$ cat src/rtl/cache_arb_pkg.sv
// Shared definitions for the I-cache / D-cache arbiter in front of the
// cacheline adaptor: FSM state encodings, grant identity and line-offset helpers.
package cache_arb_pkg;

    // Arbiter FSM state encodings
    localparam logic [1:0] ARB_IDLE = 2'd0;
    localparam logic [1:0] ARB_I    = 2'd1;
    localparam logic [1:0] ARB_D    = 2'd2;
    localparam logic [1:0] ARB_DONE = 2'd3;

    // Which cache received the most recent grant
    typedef enum logic {
        GRANT_I = 1'b0,
        GRANT_D = 1'b1
    } grant_e;

    // Number of address bits that select a byte within one cacheline
    function automatic int line_off_w(input int line_w);
        return $clog2(line_w / 8);
    endfunction

    // Line-offset width for the standard 256-bit line
    localparam int DEFAULT_LINE_W = 256;
    localparam int LINE_OFF_W     = line_off_w(DEFAULT_LINE_W);

endpackage

$ cat src/rtl/cache_arbiter.sv
// Shares the single cacheline adaptor between the instruction and data caches.
// One line transfer at a time; simultaneous requests are resolved round-robin.
// The granted request is captured so the adaptor only ever sees stable,
// registered address/data, and the adaptor response is steered back to the
// granted cache only. A saturating counter records how often both caches
// collided in the idle state.
module cache_arbiter
    import cache_arb_pkg::*;
#(
    parameter int ADDR_W = 32,
    parameter int LINE_W = 256,
    parameter int CNT_W  = 16
) (
    input  logic                clk,
    input  logic                rst,

    input  logic                i_pmem_read,
    input  logic [ADDR_W-1:0]   i_pmem_address,
    output logic [LINE_W-1:0]   i_pmem_rdata,
    output logic                i_pmem_resp,

    input  logic                d_pmem_read,
    input  logic                d_pmem_write,
    input  logic [ADDR_W-1:0]   d_pmem_address,
    input  logic [LINE_W-1:0]   d_pmem_wdata,
    input  logic [LINE_W/8-1:0] d_pmem_mbe,
    output logic [LINE_W-1:0]   d_pmem_rdata,
    output logic                d_pmem_resp,

    output logic                read_i,
    output logic                write_i,
    output logic [ADDR_W-1:0]   ca_address,
    output logic [LINE_W-1:0]   ca_wdata,
    output logic [LINE_W/8-1:0] ca_mbe,
    input  logic [LINE_W-1:0]   ca_rdata,
    input  logic                resp_o,

    output logic [CNT_W-1:0]    conflict_count
);

    localparam int OFF_W = line_off_w(LINE_W);
    localparam int MBE_W = LINE_W / 8;

    logic [1:0]        state;
    grant_e            last_grant;
    logic              lat_write;
    logic [ADDR_W-1:0] lat_address;
    logic [LINE_W-1:0] lat_wdata;
    logic [MBE_W-1:0]  lat_mbe;

    logic              i_req;
    logic              d_req;
    logic              tie;
    logic              pick_d;
    logic              grant_now;
    logic [ADDR_W-1:0] i_line_addr;
    logic [ADDR_W-1:0] d_line_addr;

    // Request decode and round-robin pick: D wins unless I also asks and D had the last grant
    always_comb begin
        i_req       = i_pmem_read;
        d_req       = d_pmem_read | d_pmem_write;
        tie         = i_req & d_req;
        pick_d      = d_req & (~i_req | (last_grant == GRANT_I));
        grant_now   = (state == ARB_IDLE) & (i_req | d_req);
        i_line_addr = {i_pmem_address[ADDR_W-1:OFF_W], {OFF_W{1'b0}}};
        d_line_addr = {d_pmem_address[ADDR_W-1:OFF_W], {OFF_W{1'b0}}};
    end

    // Transfer FSM: grant from idle, wait for the adaptor, then one recovery cycle
    always_ff @(posedge clk or posedge rst) begin
        if (rst) begin
            state <= ARB_IDLE;
        end else begin
            case (state)
                ARB_IDLE: begin
                    if (pick_d)
                        state <= ARB_D;
                    else if (i_req)
                        state <= ARB_I;
                end
                ARB_I, ARB_D: begin
                    if (resp_o)
                        state <= ARB_DONE;
                end
                default: state <= ARB_IDLE;
            endcase
        end
    end

    // Capture the winning request so the adaptor sees stable, line-aligned signals
    always_ff @(posedge clk or posedge rst) begin
        if (rst) begin
            last_grant  <= GRANT_I;
            lat_write   <= 1'b0;
            lat_address <= '0;
            lat_wdata   <= '0;
            lat_mbe     <= '0;
        end else if (grant_now) begin
            if (pick_d) begin
                last_grant  <= GRANT_D;
                lat_write   <= d_pmem_write;
                lat_address <= d_line_addr;
                lat_wdata   <= d_pmem_wdata;
                lat_mbe     <= d_pmem_mbe;
            end else begin
                last_grant  <= GRANT_I;
                lat_write   <= 1'b0;
                lat_address <= i_line_addr;
                lat_wdata   <= '0;
                lat_mbe     <= '0;
            end
        end
    end

    // Count idle-state collisions, holding at all-ones once full
    always_ff @(posedge clk or posedge rst) begin
        if (rst)
            conflict_count <= '0;
        else if ((state == ARB_IDLE) && tie && (conflict_count != {CNT_W{1'b1}}))
            conflict_count <= conflict_count + {{(CNT_W-1){1'b0}}, 1'b1};
    end

    // Adaptor strobes exist only while a transfer is being served
    always_comb begin
        read_i  = ((state == ARB_I) || (state == ARB_D)) && !lat_write;
        write_i = (state == ARB_D) && lat_write;
    end

    // Adaptor-side data comes from the capture registers; responses go only to the owner
    always_comb begin
        ca_address   = lat_address;
        ca_wdata     = lat_wdata;
        ca_mbe       = lat_mbe;
        i_pmem_rdata = ca_rdata;
        d_pmem_rdata = ca_rdata;
        i_pmem_resp  = (state == ARB_I) && resp_o;
        d_pmem_resp  = (state == ARB_D) && resp_o;
    end

endmodule

$ cat config.mk
export PLATFORM = sky130hd
export DESIGN_NAME = cache_arbiter
export DESIGN_NICKNAME = d
export VERILOG_FILES = /design/src/rtl/cache_arb_pkg.sv /design/src/rtl/cache_arbiter.sv
export SDC_FILE = /design/constraint.sdc
export NUM_CORES = 1
export LEC_CHECK = 0
export CAP_MARGIN = 10
export CORE_AREA = 2 2 567 569
export DETAILED_ROUTE_END_ITERATION = 7
export DIE_AREA = 0 0 569 571
export MAX_ROUTING_LAYER = met4
export PLACE_DENSITY = 0.3
export SKIP_LAST_GASP = 1
export SYNTH_ARGS = -nofsm -noshare
export SYNTH_HDL_FRONTEND = slang
export SYNTH_SLANG_ARGS = --single-unit
$ cat constraint.sdc
create_clock -name clk -period 20.6 [get_ports clk]
set_input_delay 2.06 -clock clk [delete_from_list [all_inputs] [get_ports clk]]
set_output_delay 2.06 -clock clk [all_outputs]
set_load 0.1 [all_outputs]
==> Word-level counts from Yosys, hierarchy flattened <==
Cells that the tools add are included.
{ "word_totals": {"mem_count": 0, "register_bits": 340, "latch_bits": 0, "mem_bits_ro": 0, "in_bits": 614, "out_inout_bits": 852, "ramBits": 0, "elab_cells": 41} }
{ "op_classes": {"div_mod_pow": 0, "shifts": 0, "multipliers": 0, "n_addsub": 1, "magnitude_cmp": 0, "n_reduce_logical": 11, "n_bitwise": 8, "n_eq_ne": 5, "n_mux": 9} }
{ "ops": {"columns": ["op", "count"], "rows": [
  ["256-bit 2-to-1 mux", 1],
  ["32-bit 2-to-1 mux", 2],
  ["16-bit by 1-bit adder with 16-bit output, second input constant", 1],
  ["16-bit != test, second input constant", 1],
  ["1-bit logical AND", 6],
  ["2-bit 2-to-1 mux", 3],
  ["2-bit case mux with 2 select lines", 1],
  ["1-bit bitwise AND", 3],
  ["3-bit != test, second input constant", 1],
  ["1-bit bitwise OR", 3],
  ["2-bit by 1-bit equality test with 1-bit output, second input constant", 1],
  ["2-bit equality test, second input constant", 1],
  ["2-bit logical NOT", 1],
  ["1-bit 2-to-1 mux", 2],
  ["2-bit != test, second input constant", 1],
  ["1-bit NOT", 2],
  ["2-bit AND reduction", 1],
  ["2-bit OR reduction", 1],
  ["1-bit logical NOT", 1],
  ["1-bit logical OR", 1]
]} }

==> Logic depth before layout (Yosys ltp) <==
{ "logic_depth": {"word_depth": 5, "ltp_mapped": 8, "mapped_depth_nobuf": 6} }

==> Worst setup path before layout <==
OpenSTA, ideal clock, no wires.
{ "synth_timing": {"path_kind": "input-to-output", "start": "input port resp_o", "end": "output port d_pmem_resp", "cell_stages": 1, "setup_slack_ps": 15743, "t_arrival_ps": 2797, "path_cell_list": "and2_1"} }
{ "synth_between": {"elab_chain_cells": 1} }
{ "synth_rtl": {"columns": ["element", "line_no", "rtl"], "rows": [
  ["start, declared", "cache_arbiter.sv:36", "input logic resp_o,"],
  ["1-bit logical AND", "cache_arbiter.sv:138", "d_pmem_resp = (state == ARB_D) && resp_o;"],
  ["end, declared", "cache_arbiter.sv:28", "output logic d_pmem_resp,"]
]} }
No other way between the ends.

==> Worst setup path after layout <==
{ "layout_timing": {"start": "input port resp_o", "end": "output port i_pmem_resp"} }
{ "layout_between": {"elab_chain_cells": 1} }
{ "layout_rtl": {"columns": ["element", "line_no", "rtl"], "rows": [
  ["1-bit logical AND", "cache_arbiter.sv:137", "i_pmem_resp = (state == ARB_I) && resp_o;"],
  ["end, declared", "cache_arbiter.sv:20", "output logic i_pmem_resp,"]
]} }
No other way between the ends.

==> metrics.yaml <==
finish:
  fillers: 36800
  nets: 2161
  final_cells: 5900
  fin_util_pct: 8.18
  drive_above_1_share_pct: 13.3
  syn2layout_area_growth_pct: 60.5
pwr:
  swShare_pct: 58.7
  p_leak_nw: 9.54
  p_comb_share_pct: 61.7
  internal-power_mw: 2.26
  power_frac_seq_pct: 20.1
  powerDensity_nw_per_um2: 209
  p_clk_share_pct: 18.1
  total_power_mw: 5.46
  max-vdd-ir-drop_v: 0.0000997
  power.switching_mw: 3.21
global_route:
  grt_max_degree: 165
  grt_pass1_vias: 12600
  grt_usage_pct: 9.47
  grt_pass1_wl_um: 183000
  antenna_found_initial: 188
  grt-ovfl-total: 0
hold_path:
  hold_depth: 2
  min_path_type: "reg2reg"
route:
  drtAntennaViolNets: 0
  drtIter0Drc: 615
  wire_per_inst_um: 26.2
  routed_wl_um: 155000
  dr_total_vias: 11900
  via_per_inst: 2.01
  first_pass_iters: 4
  drc: 0
clocking:
  clkLatencyLatePin_ns: 0.70
  postCtsHoldBufs: 0
  htree_levels: 2
  clk_pin_slew_ns: 0.06
  cts_sinks: 335
  clockRootBuffer: "clkbuf_16"
  cts-buffers-inserted: 52
  clockBufferDepth: 3
  ctsResizeCount: 0
  cts_setup_buffers: 0
  cts_tree: "built"
synth:
  yosysUniqueCellTypes: 38
  synth-seq-cells: 335
  avgSynthCellArea_um2: 11.8
  syn_area_um2: 16300
  syn_inst: 1379
  synth_seq_area_share_pct: 51.5
  synth_enable_flop_cells: 0
  ys_warn_count: 0
  ys.flop_type: "dfrtp_1"
  async_flop_share_pct: 100
sta:
  tns_ns: 0
  timing.hold.ws_ns: 0.481
  finalHoldViolCount: 0
  slew_headroom_pct: 20.0
  worstMarginPinSlew_ns: 1.20
  min_period_ns: 5.92
  min_period_over_period_pct: 28.7
  skew_ns: 0.0279
  setup_violations: 0
  drv_slew: 0
  rsz0062_at_grt: "false"
  max_freq_mhz: 169
floorplanning:
  design.die.area_um2: 325000
  dieWidth_um: 569
  core_um2: 319000
  rows: 208
  ios: 1466
  start_util_pct: 5.10
  dieHeight_um: 571
critical_path:
  cp_max_fo: 3
  arrival_ns: 3.86
  end_kind: "output port"
  r2r_cells: 7
  cp.required_ns: 18.54
  crit_path_top_delay_cell: "clkdlybuf4s50_1"
  cp_common_cell: "clkdlybuf4s50_1"
  worstSetupPathType: "in2out"
  path_cells: "clkdlybuf4s50_1 -> and2_1 -> clkdlybuf4s50_1"
  cpPeakStageDelay_ns: 1.14
  reg2reg_slack_ns: 17.04
  startpoint_type: "primary input"
place:
  gp_congestion: 0.718
  place_inst: 5688
  port_buffers: 682
  hpwlAfterDp_um: 133000
run_status:
  status: "finished clean"
run:
  max_cap_violations: 0
## placed cells by master (no fill, tap or decap), types with 2 or more instances in the layout
cell / n
a21oi_1: 5
a22o_1: 289
a31oi_1: 3
and2_1: 3
and3_2: 3
buf_12: 2
buf_2: 3
buf_4: 112
bufinv_16: 7
clkbuf_1: 11
clkbuf_16: 52
clkbuf_8: 12
clkdlybuf4s50_1: 578
clkinv_2: 4
clkinv_4: 3
conb_1: 5
dfrtp_1: 335
diode_2: 120
ha_1: 5
inv_1: 7
inv_6: 2
mux2i_1: 27
nand2_1: 31
nand3_1: 6
nand3b_1: 2
nand4_1: 6
nor2_1: 2
nor2_4: 2
nor3_1: 2
nor4b_1: 2
o2111ai_1: 2
o211ai_1: 3
o21ai_0: 29
xnor2_1: 9
xor2_1: 3
## final timing paths
kind,from,to
setup reg to reg,state[0],ca_wdata[103]
hold reg to reg,ca_address[21],ca_address[21]
hold / removal,ca_address[21],ca_address[21]
min in group asynchronous,rst,conflict_count[6]
max in group asynchronous,rst,ca_mbe[11]
setup / recovery,resp_o,i_pmem_resp
## synth_stat cells (all sizes together), types with 2 or more instances
cell / count / area (µm²)
xor2: 3 / 26.3
inv: 8 / 30.0
o2111ai: 2 / 17.5
a31oi: 3 / 18.8
nor2: 5 / 28.8
nand4: 7 / 58.8
nor3: 2 / 10.0
nand3b: 2 / 15.0
a21oi: 5 / 25.0
nor4b: 2 / 17.5
dfrtp: 335 / 8380
nand2: 31 / 116
xnor2: 9 / 78.8
buf: 560 / 4150
o21ai: 29 / 145
and3: 4 / 28.8
nand3: 6 / 30.0
o211ai: 3 / 22.5
ha: 5 / 62.6
clkbuf: 30 / 113
and2: 3 / 18.8
a22o: 289 / 2530
mux2i: 27 / 270
## area by class of cell
type | instances | area (µm²) | area share, %
Clock inverter | 17 | 304 | 1.16
Sequential cell | 335 | 8380 | 32.1
Tap cell | 4200 | 5260 | 20.1
Inverter | 8 | 37.5 | 0.144
Timing Repair Buffer | 695 | 6680 | 25.6
Antenna cell | 120 | 300 | 1.15
Clock buffer | 75 | 1510 | 5.77
Multi-Input combinational cell | 450 | 3660 | 14.0
## state kept, by name, indices dropped and copies added, names as in the netlist
register        count
ca_address         27
ca_mbe             32
lat_write           1
conflict_count     16
last_grant          1
state               2
ca_wdata          256
## power by group through the flow
stage / Clock, mW / Sequential [mW] / Combinational [mW]
finish: 0.991 / 1.10 / 3.37
floorplan: 0 / 2.97 / 1.03
global placement: 0 / 1.11 / 3.46
global route: 1.06 / 1.13 / 3.49
detailed placement: 0 / 1.11 / 3.47
CTS: 1.06 / 1.10 / 3.47
## through the flow
| stage | cell area, µm² | setup slack [ns] |
|---|---|---|
| floorplan | 16300 | 9.26 |
| global placement | 24000 | 14.60 |
| detailed placement | 24000 | 14.59 |
| CTS | 25800 | 14.67 |
| global route | 26100 | 14.63 |
| finish | 26100 | 14.68 |
## kinds of logic (layout without fill, tap and decap cells)
logic type	Yosys count	in the layout	share of synthesized area, %
adders and majority gates	5	5	0.384
muxes	28	28	1.75
other	1	125	0.0230
DFF	335	335	51.5
AOI/OAI and AO/OA	335	335	17.1
buffers and inverters	598	795	26.3
and+or+nand+nor	65	65	2.20
xor gates and xnor gates	12	12	0.646
## worst max-delay path: cells and delay by family
kind	cells	cell delay (ns)
buffers and inverters	2	1.65
and+or+nand+nor	1	0.15
## routing by layer
metal  up-vias  global-route usage, %  wire, µm
li1       4876                      -         -
met1      5537                   7.33     43800
met3       358                   9.54     34600
met4         0                   5.61      9970
met5         -                      -         0
met2      1108                   13.9     66400
Note: power is estimated with default switching activity, not from simulation.
